`src/rtl/mpu_mult_scheduler_pkg.sv`:
```
// Shared types and defaults for the MPU matrix-multiply scheduler.
package mpu_mult_scheduler_pkg;

  // Global defaults: word width and matrix dimensions.
  localparam int FP = 32;
  localparam int M  = 3;
  localparam int N  = 3;

  localparam logic [31:0] POS_ZERO_32BIT = 32'h0000_0000;

  typedef logic [31:0] float_sp;

  typedef enum logic [1:0] {
    FPU_NOP = 2'd0,
    FPU_ADD = 2'd1,
    FPU_MUL = 2'd2,
    FPU_FMA = 2'd3
  } fpu_instruction_e;

  typedef enum logic [2:0] {
    SCHED_IDLE  = 3'd0,
    SCHED_ISSUE = 3'd1,
    SCHED_WAIT  = 3'd2,
    SCHED_WRITE = 3'd3,
    SCHED_DONE  = 3'd4
  } sched_state_e;

endpackage

```
`src/rtl/mpu_mult_scheduler.sv`:
```
// Sequences C = A x B through one shared FMA unit, one accumulate at a time,
// walking output elements in row-major order.
module mpu_mult_scheduler #(
  parameter int FP = mpu_mult_scheduler_pkg::FP,
  parameter int M  = mpu_mult_scheduler_pkg::M,
  parameter int N  = mpu_mult_scheduler_pkg::N
) (
  input  logic                             clk,
  input  logic                             rst,
  input  logic                             start,
  input  logic [0:M*N-1][FP-1:0]           matrix_a_in,
  input  logic [0:M*N-1][FP-1:0]           matrix_b_in,
  output logic                             busy,
  output logic                             done,
  output logic                             error,
  output logic [0:M*N-1][FP-1:0]           matrix_out,
  output logic                             fma_req_valid,
  input  logic                             fma_req_ready,
  output mpu_mult_scheduler_pkg::fpu_instruction_e fma_op,
  output logic [FP-1:0]                    fma_a,
  output logic [FP-1:0]                    fma_b,
  output logic [FP-1:0]                    fma_c,
  input  logic                             fma_resp_valid,
  input  logic [FP-1:0]                    fma_resp_y,
  input  logic                             fma_resp_error
);
  import mpu_mult_scheduler_pkg::*;

  localparam int IW   = (M > 1) ? $clog2(M) : 1;
  localparam int KW   = (N > 1) ? $clog2(N) : 1;
  localparam int IDXW = (M * N > 1) ? $clog2(M * N) : 1;

  sched_state_e             state;
  logic [0:M*N-1][FP-1:0]   a_q, b_q, c_q;
  logic [IW-1:0]            i;
  logic [KW-1:0]            j, k;
  logic [FP-1:0]            acc;
  logic                     err_q;
  logic [IDXW-1:0]          a_idx, b_idx, c_idx;

  // Flat indices for A[i][k], B[k][j] and C[i][j].
  always_comb begin
    a_idx = IDXW'(int'(i) * N + int'(k));
    b_idx = IDXW'(int'(k) * N + int'(j));
    c_idx = IDXW'(int'(i) * N + int'(j));
  end

  // Scheduler FSM: latch operands, issue/await each FMA, write back, finish.
  always_ff @(posedge clk or posedge rst) begin
    if (rst) begin
      state <= SCHED_IDLE;
      a_q   <= '0;
      b_q   <= '0;
      c_q   <= '0;
      i     <= '0;
      j     <= '0;
      k     <= '0;
      acc   <= POS_ZERO_32BIT;
      err_q <= 1'b0;
    end else begin
      case (state)
        SCHED_IDLE: if (start) begin
          a_q   <= matrix_a_in;
          b_q   <= matrix_b_in;
          c_q   <= '0;
          err_q <= 1'b0;
          i     <= '0;
          j     <= '0;
          k     <= '0;
          acc   <= POS_ZERO_32BIT;
          state <= SCHED_ISSUE;
        end
        SCHED_ISSUE: if (fma_req_ready) state <= SCHED_WAIT;
        SCHED_WAIT: if (fma_resp_valid) begin
          acc <= fma_resp_y;
          if (fma_resp_error) begin
            err_q <= 1'b1;
            state <= SCHED_DONE;
          end else if (int'(k) < N - 1) begin
            k     <= k + 1'b1;
            state <= SCHED_ISSUE;
          end else begin
            state <= SCHED_WRITE;
          end
        end
        SCHED_WRITE: begin
          c_q[c_idx] <= acc;
          acc        <= POS_ZERO_32BIT;
          k          <= '0;
          if (int'(i) == M - 1 && int'(j) == N - 1) begin
            state <= SCHED_DONE;
          end else begin
            if (int'(j) == N - 1) begin
              j <= '0;
              i <= i + 1'b1;
            end else begin
              j <= j + 1'b1;
            end
            state <= SCHED_ISSUE;
          end
        end
        SCHED_DONE: state <= SCHED_IDLE;
        default:    state <= SCHED_IDLE;
      endcase
    end
  end

  // Status and request outputs decode directly from state; operands are
  // zeroed while no request is valid so the bus is quiet between ops.
  always_comb begin
    busy          = (state == SCHED_ISSUE) || (state == SCHED_WAIT) || (state == SCHED_WRITE);
    done          = (state == SCHED_DONE);
    error         = err_q;
    matrix_out    = c_q;
    fma_req_valid = (state == SCHED_ISSUE);
    fma_op        = fma_req_valid ? FPU_FMA : FPU_NOP;
    fma_a         = fma_req_valid ? a_q[a_idx] : '0;
    fma_b         = fma_req_valid ? b_q[b_idx] : '0;
    fma_c         = fma_req_valid ? acc : '0;
  end

endmodule

```
`config.mk`:
```
export PLATFORM = sky130hd
export DESIGN_NAME = mpu_mult_scheduler
export DESIGN_NICKNAME = d
export VERILOG_FILES = /design/src/rtl/mpu_mult_scheduler_pkg.sv /design/src/rtl/mpu_mult_scheduler.sv
export SDC_FILE = /design/constraint.sdc
export NUM_CORES = 2
export LEC_CHECK = 0
export BUFFER_PORTS_ARGS = -buffer_cell sky130_fd_sc_hd__buf_4
export CORE_MARGIN = 4
export CORE_UTILIZATION = 25
export DETAILED_ROUTE_END_ITERATION = 8
export PLACE_DENSITY = 0.49
export SKIP_LAST_GASP = 1
export SLEW_MARGIN = 20
export SYNTH_ARGS = -nofsm -noshare
export SYNTH_HDL_FRONTEND = slang
export SYNTH_SLANG_ARGS = --single-unit
```
`constraint.sdc`:
```
create_clock -name clk -period 37.1 [get_ports clk]
set_clock_uncertainty 0.15 [all_clocks]
set_input_delay 3.71 -clock clk [delete_from_list [all_inputs] [get_ports clk]]
set_output_delay 3.71 -clock clk [all_outputs]
set_load 0.005 [all_outputs]
```
# Yosys cells after proc, flatten, opt, wreduce, memory -nomap -nowiden
# Index checks and enable logic that the tools add are counted.
dict set report classes {
  n_lt_le_gt_ge 5
  mux 40
  n_eq_ne 14
  add_sub_neg 6
  n_mul 2
  reduce_logical 16
  bitwise 3
}
# operator count
set ops {}
lappend ops {{$pmux 288 s2} 1}
lappend ops {{$mux 32} 10}
lappend ops {{$bwmux 288} 1}
lappend ops {{$mux 288} 1}
lappend ops {{$bmux 32 s4} 2}
lappend ops {{$demux 32 s4} 1}
lappend ops {{$pmux 32 s3} 1}
lappend ops {{$mux 2} 10}
lappend ops {{$ge 5x5->1 const B} 3}
lappend ops {{$mux 3} 5}
lappend ops {{$not 4->5} 3}
lappend ops {{$ne 2x2->1 const B} 7}
lappend ops {{$pmux 3 s4} 1}
lappend ops {{$reduce_and 3->1} 3}
lappend ops {{$add 4x2->4} 2}
lappend ops {{$mul 2x2->4 const B} 2}
lappend ops {{$pmux 2 s2} 2}
lappend ops {{$reduce_and 4->1} 2}
lappend ops {{$add 2x1->2 const B} 3}
lappend ops {{$eq 3x2->1 const B} 2}
lappend ops {{$pmux 2 s3} 1}
lappend ops {{$lt 5x1->1 const B} 1}
lappend ops {{$reduce_and 5->1} 1}
lappend ops {{$add 4x3->4} 1}
lappend ops {{13 further kinds} 20}
dict set report word_totals {
  out_inout_bits 390
  word_cells 119
  in_bits 614
  reg_bits 906
}

# Depth between registers and ports, before layout
dict set report logic_depth {
  word_depth 9
  ltp_mapped 10
  depth_no_buf 8
}

# Least setup slack after synthesis
# Ideal clock, no wire load.
dict set report synth_path {
  path_kind {register -> output}
  from {register j[1]}
  to {output fma_b[10]}
  t_arrival_ns 2.850
  t_required_ns 33.240
  stages_incl_launch_ff 9
  setup_slack_ns 30.390
  cell_sequence {dfrtp_1 -> fa_1 -> ha_1 -> fa_1 -> clkbuf_1 -> nor4b_1 -> clkbuf_1 -> nand2_1 -> a21oi_1}
}
dict set report synth_via {
  elab_chain_cells 6
}
# element line
set synth_rtl {}
lappend synth_rtl {{start: declaration} mpu_mult_scheduler.sv:36} ;# logic [KW-1:0] j, k;
lappend synth_rtl {{start signal: assignment} mpu_mult_scheduler.sv:97} ;# j <= j + 1'b1;
lappend synth_rtl {{$add 4x2->4} mpu_mult_scheduler.sv:44} ;# b_idx = IDXW'(int'(k) * N + int'(j));
lappend synth_rtl {{$not 4->5 (not written as such)} mpu_mult_scheduler.sv:118} ;# fma_b = fma_req_valid ? b_q[b_idx] : '0;
lappend synth_rtl {{$bmux 32 s4} mpu_mult_scheduler.sv:118}
lappend synth_rtl {{$mux 32 (not written as such) (2 in a row)} mpu_mult_scheduler.sv:118}
lappend synth_rtl {{$mux 32} mpu_mult_scheduler.sv:118}
lappend synth_rtl {{end: declaration} mpu_mult_scheduler.sv:21} ;# output logic [FP-1:0] fma_b,
# Every way passes these cells. The select of a mux whose other input is x is not followed.

# Final worst setup path
dict set report layout_path {
  from {register k[1]}
  to {output fma_b[21]}
}
dict set report layout_via {
  elab_chain_cells 7
}
# element line
set layout_rtl {}
lappend layout_rtl {{start: declaration} mpu_mult_scheduler.sv:36}
lappend layout_rtl {{start signal: assignment} mpu_mult_scheduler.sv:80} ;# k <= k + 1'b1;
lappend layout_rtl {{$mul 2x2->4} mpu_mult_scheduler.sv:44}
lappend layout_rtl {{$add 4x2->4} mpu_mult_scheduler.sv:44}
lappend layout_rtl {{$not 4->5 (not written as such)} mpu_mult_scheduler.sv:118}
lappend layout_rtl {{$bmux 32 s4} mpu_mult_scheduler.sv:118}
lappend layout_rtl {{$mux 32 (not written as such) (2 in a row)} mpu_mult_scheduler.sv:118}
lappend layout_rtl {{$mux 32} mpu_mult_scheduler.sv:118}
# Every way passes these cells. The select of a mux whose other input is x is not followed.

==> results.cfg <==
[outcome]
status = complete, no violations

[timing]
finalSetupTns_ns = 0
setup_violations = 0
max_freq_mhz = 110
slew_viol_final = 0
post-route-min-period_ns = 9.09
slew_headroom_pct = 16.8
worst_pin_slew_ns = 1.25
hold_viol = 0
post-route-period-util_pct = 24.5
rsz0062_at_grt = no

[placed_design]
hpwl_um = 134000
portBuffers = 1003
placed_cell_area_um2 = 52900
routabilityCongestion = 0.891

[synthesis]
synthTopCellsByCount = 1930 x nand2_1, 906 x dfrtp_1, 706 x o211ai_1, 265 x clkbuf_1, 138 x buf_2
synth_enable_flop_cells = 0
ys_async_sr_fraction_pct = 100
yosys_most_used_dff = dfrtp_1
yosys.area.top_type_share_pct = 52.1
synth_area_leaders = dfrtp_1 52%, nand2_1 17%, o211ai_1 12%, mux4_2 3.2%, mux2i_1 2.6%
syn_inst = 4757
ys_types = 53
synth_area_leader_cell = dfrtp_1
synth_fp_nets = 5385
syn_area_per_cell_um2 = 9.15
yosysSeqAreaShare_pct = 52.1
ys_ff_latch = 906
syn_area_um2 = 43500
yosys_warnings = 0
yosys.cell_count.top_type = nand2_1

[critical_path]
crit_type = flop to output pin
end_kind = output pin
cp.required_ns = 33.24
r2r-end = a_q[21]
crit_path_start_kind = flop
crit_arrival_ns = 5.23
r2r_cells = 8
regToRegStartpoint = state[0]
r2r_setup_slack_ns = 32.34
crit_fanout = 46

[clocking]
ctsRootBufferMaster = clkbuf_16
post_cts_resized = 0
cts_buffers = 107
path_clk_slew_ns = 0.06
cts.sinks = 906
htree_levels = 3
hold_buffers = 0
clk_latency_ns = 0.74
clockBufferDepth = 3
tritoncts = done
post_cts_buffers = 0

[finish]
final_area_um2 = 56900
area_growth_syn_to_layout_pct = 30.7
drive_gt1_share_pct = 24.4
final.fill_count = 18000
final_nets = 6122

[die]
rows = 152
fp.dieW_um = 425
die_y_um = 425
core_um2 = 172000
start_util_pct = 25.3
io-pin-count = 1004
die-area_um2 = 181000

[global_routing]
grt_max_degree = 242
antenna_found_initial = 43
grt_pass1_vias = 39700
grt_pass1_wl_um = 284000
overflow = 0
grt_usage_pct = 21.0

[routing]
drc_errors = 0
vias = 40200
viasPerCell = 5.06
final_antenna_net_count = 0
drt_wl_total_um = 198000
first_pass_iters = 5
wl_per_cell_um = 25.0
drtIter0Drc = 4516

[power_and_ir_drop]
p_per_area_nw_per_um2 = 85.7
p_leak_nw = 26.3
power_w = 0.00487
irDropWorstVdd_mv = 0.0495

[worst_hold_path]
worstHoldStart = a_q[282]
holdPathStages = 2
hp-class = flop to flop
worstHoldEndpoint = a_q[282]

[job]
cap_violations = 0
[registers in the layout, indices dropped and copies added (netlist names)]
signal,flops
b_q,288
error,1
j,2
acc,32
i,2
k,2
a_q,288
state,3
matrix_out,288
[report_power, final]
group,total [W],internal [W],switching [W]
clock network,0.00114,0.000675,0.000466
registers,0.00166,0.00139,0.000279
logic,0.00207,0.000830,0.00124
[cell usage in the layout, fill, tap and decap left out, types with 4 or more instances in the layout]
cell / instances
dfrtp_1: 906
ha_1: 8
a22oi_1: 18
nand3_1: 118
and2_1: 34
buf_12: 6
o211ai_1: 706
and4_1: 32
inv_1: 10
buf_4: 1063
clkbuf_16: 107
clkinv_2: 20
a221oi_1: 31
o21ai_0: 69
nand4_1: 32
a31oi_1: 53
a21oi_2: 4
mux4_2: 62
nor2_1: 22
a21oi_1: 36
nor2_4: 4
clkbuf_1: 18
nand3b_1: 4
o2bb2ai_1: 15
diode_2: 34
a32o_1: 17
mux2i_1: 114
nor2b_2: 4
nand2_1: 1927
o2111ai_1: 32
bufinv_16: 10
clkbuf_8: 35
[worst max-delay path by stage]
stage / depth (start not counted) / to / start / slack (ns)
after floorplan: 1 / a_q[0] / rst / 7.77
after global placement: 7 / b_q[117] / rst / 28.19
after detailed placement: 7 / b_q[117] / rst / 28.19
after CTS: 8 / fma_b[21] / k[1] / 27.80
after global routing: 8 / fma_b[21] / k[1] / 27.72
final: 8 / fma_b[21] / k[1] / 28.01
[cell type report]
| cell class | instances | area (um^2) | share of cell area (%) |
|---|---|---|---|
| Sequential cell | 906 | 22700 | 39.9 |
| Multi-Input combinational cell | 3393 | 19100 | 33.7 |
| Timing Repair Buffer | 1074 | 8190 | 14.4 |
| Clock buffer | 160 | 3230 | 5.67 |
| Tap cell | 2310 | 2890 | 5.08 |
| Clock inverter | 43 | 607 | 1.07 |
| Antenna cell | 34 | 85.1 | 0.150 |
| Inverter | 12 | 52.6 | 0.0924 |
[stage by stage]
step	hold WS (ns)	util [%]	setup slack, ns	std cells
4_1_cts	0.322	32.9	27.80	7896
3_3_place_gp	0.303	30.7	28.19	7692
5_1_grt	0.335	33.0	27.72	7925
2_1_floorplan	0.290	-	7.77	4757
6_report	0.321	33.0	28.01	7932
3_5_place_dp	0.309	30.7	28.19	7693
[logic make-up (layout without fill, tap and decap cells)]
family / count (synthesis) / count (layout) / synth area share [%]
and+or+nand+nor: 2204 / 2204 / 20.3
AOI/OAI and AO/OA: 995 / 995 / 16.7
DFF: 906 / 906 / 52.1
buffers and inverters: 458 / 1289 / 4.44
muxes: 176 / 176 / 5.83
adders and majority gates: 14 / 14 / 0.472
xor gates and xnor gates: 4 / 4 / 0.115
other: 0 / 34 / 0
[critical path, stage by stage (launching register included)]
cell	delay [ns]
dfrtp_1	0.53
fa_1	0.52
ha_4	0.58
buf_4	0.78
buf_4	0.63
mux4_2	0.57
o21ai_0	0.44
a21oi_1	0.16
buf_4	0.17
[per-layer routing]
layer	track usage (%)	wire, um	vias to the layer above
met5	0	56	-
met4	9.54	9380	10
met3	3.74	11400	292
met2	33.9	95300	1468
met1	27.3	82100	20300
li1	-	-	18100
No activity file was read; power rests on OpenSTA's default activity.
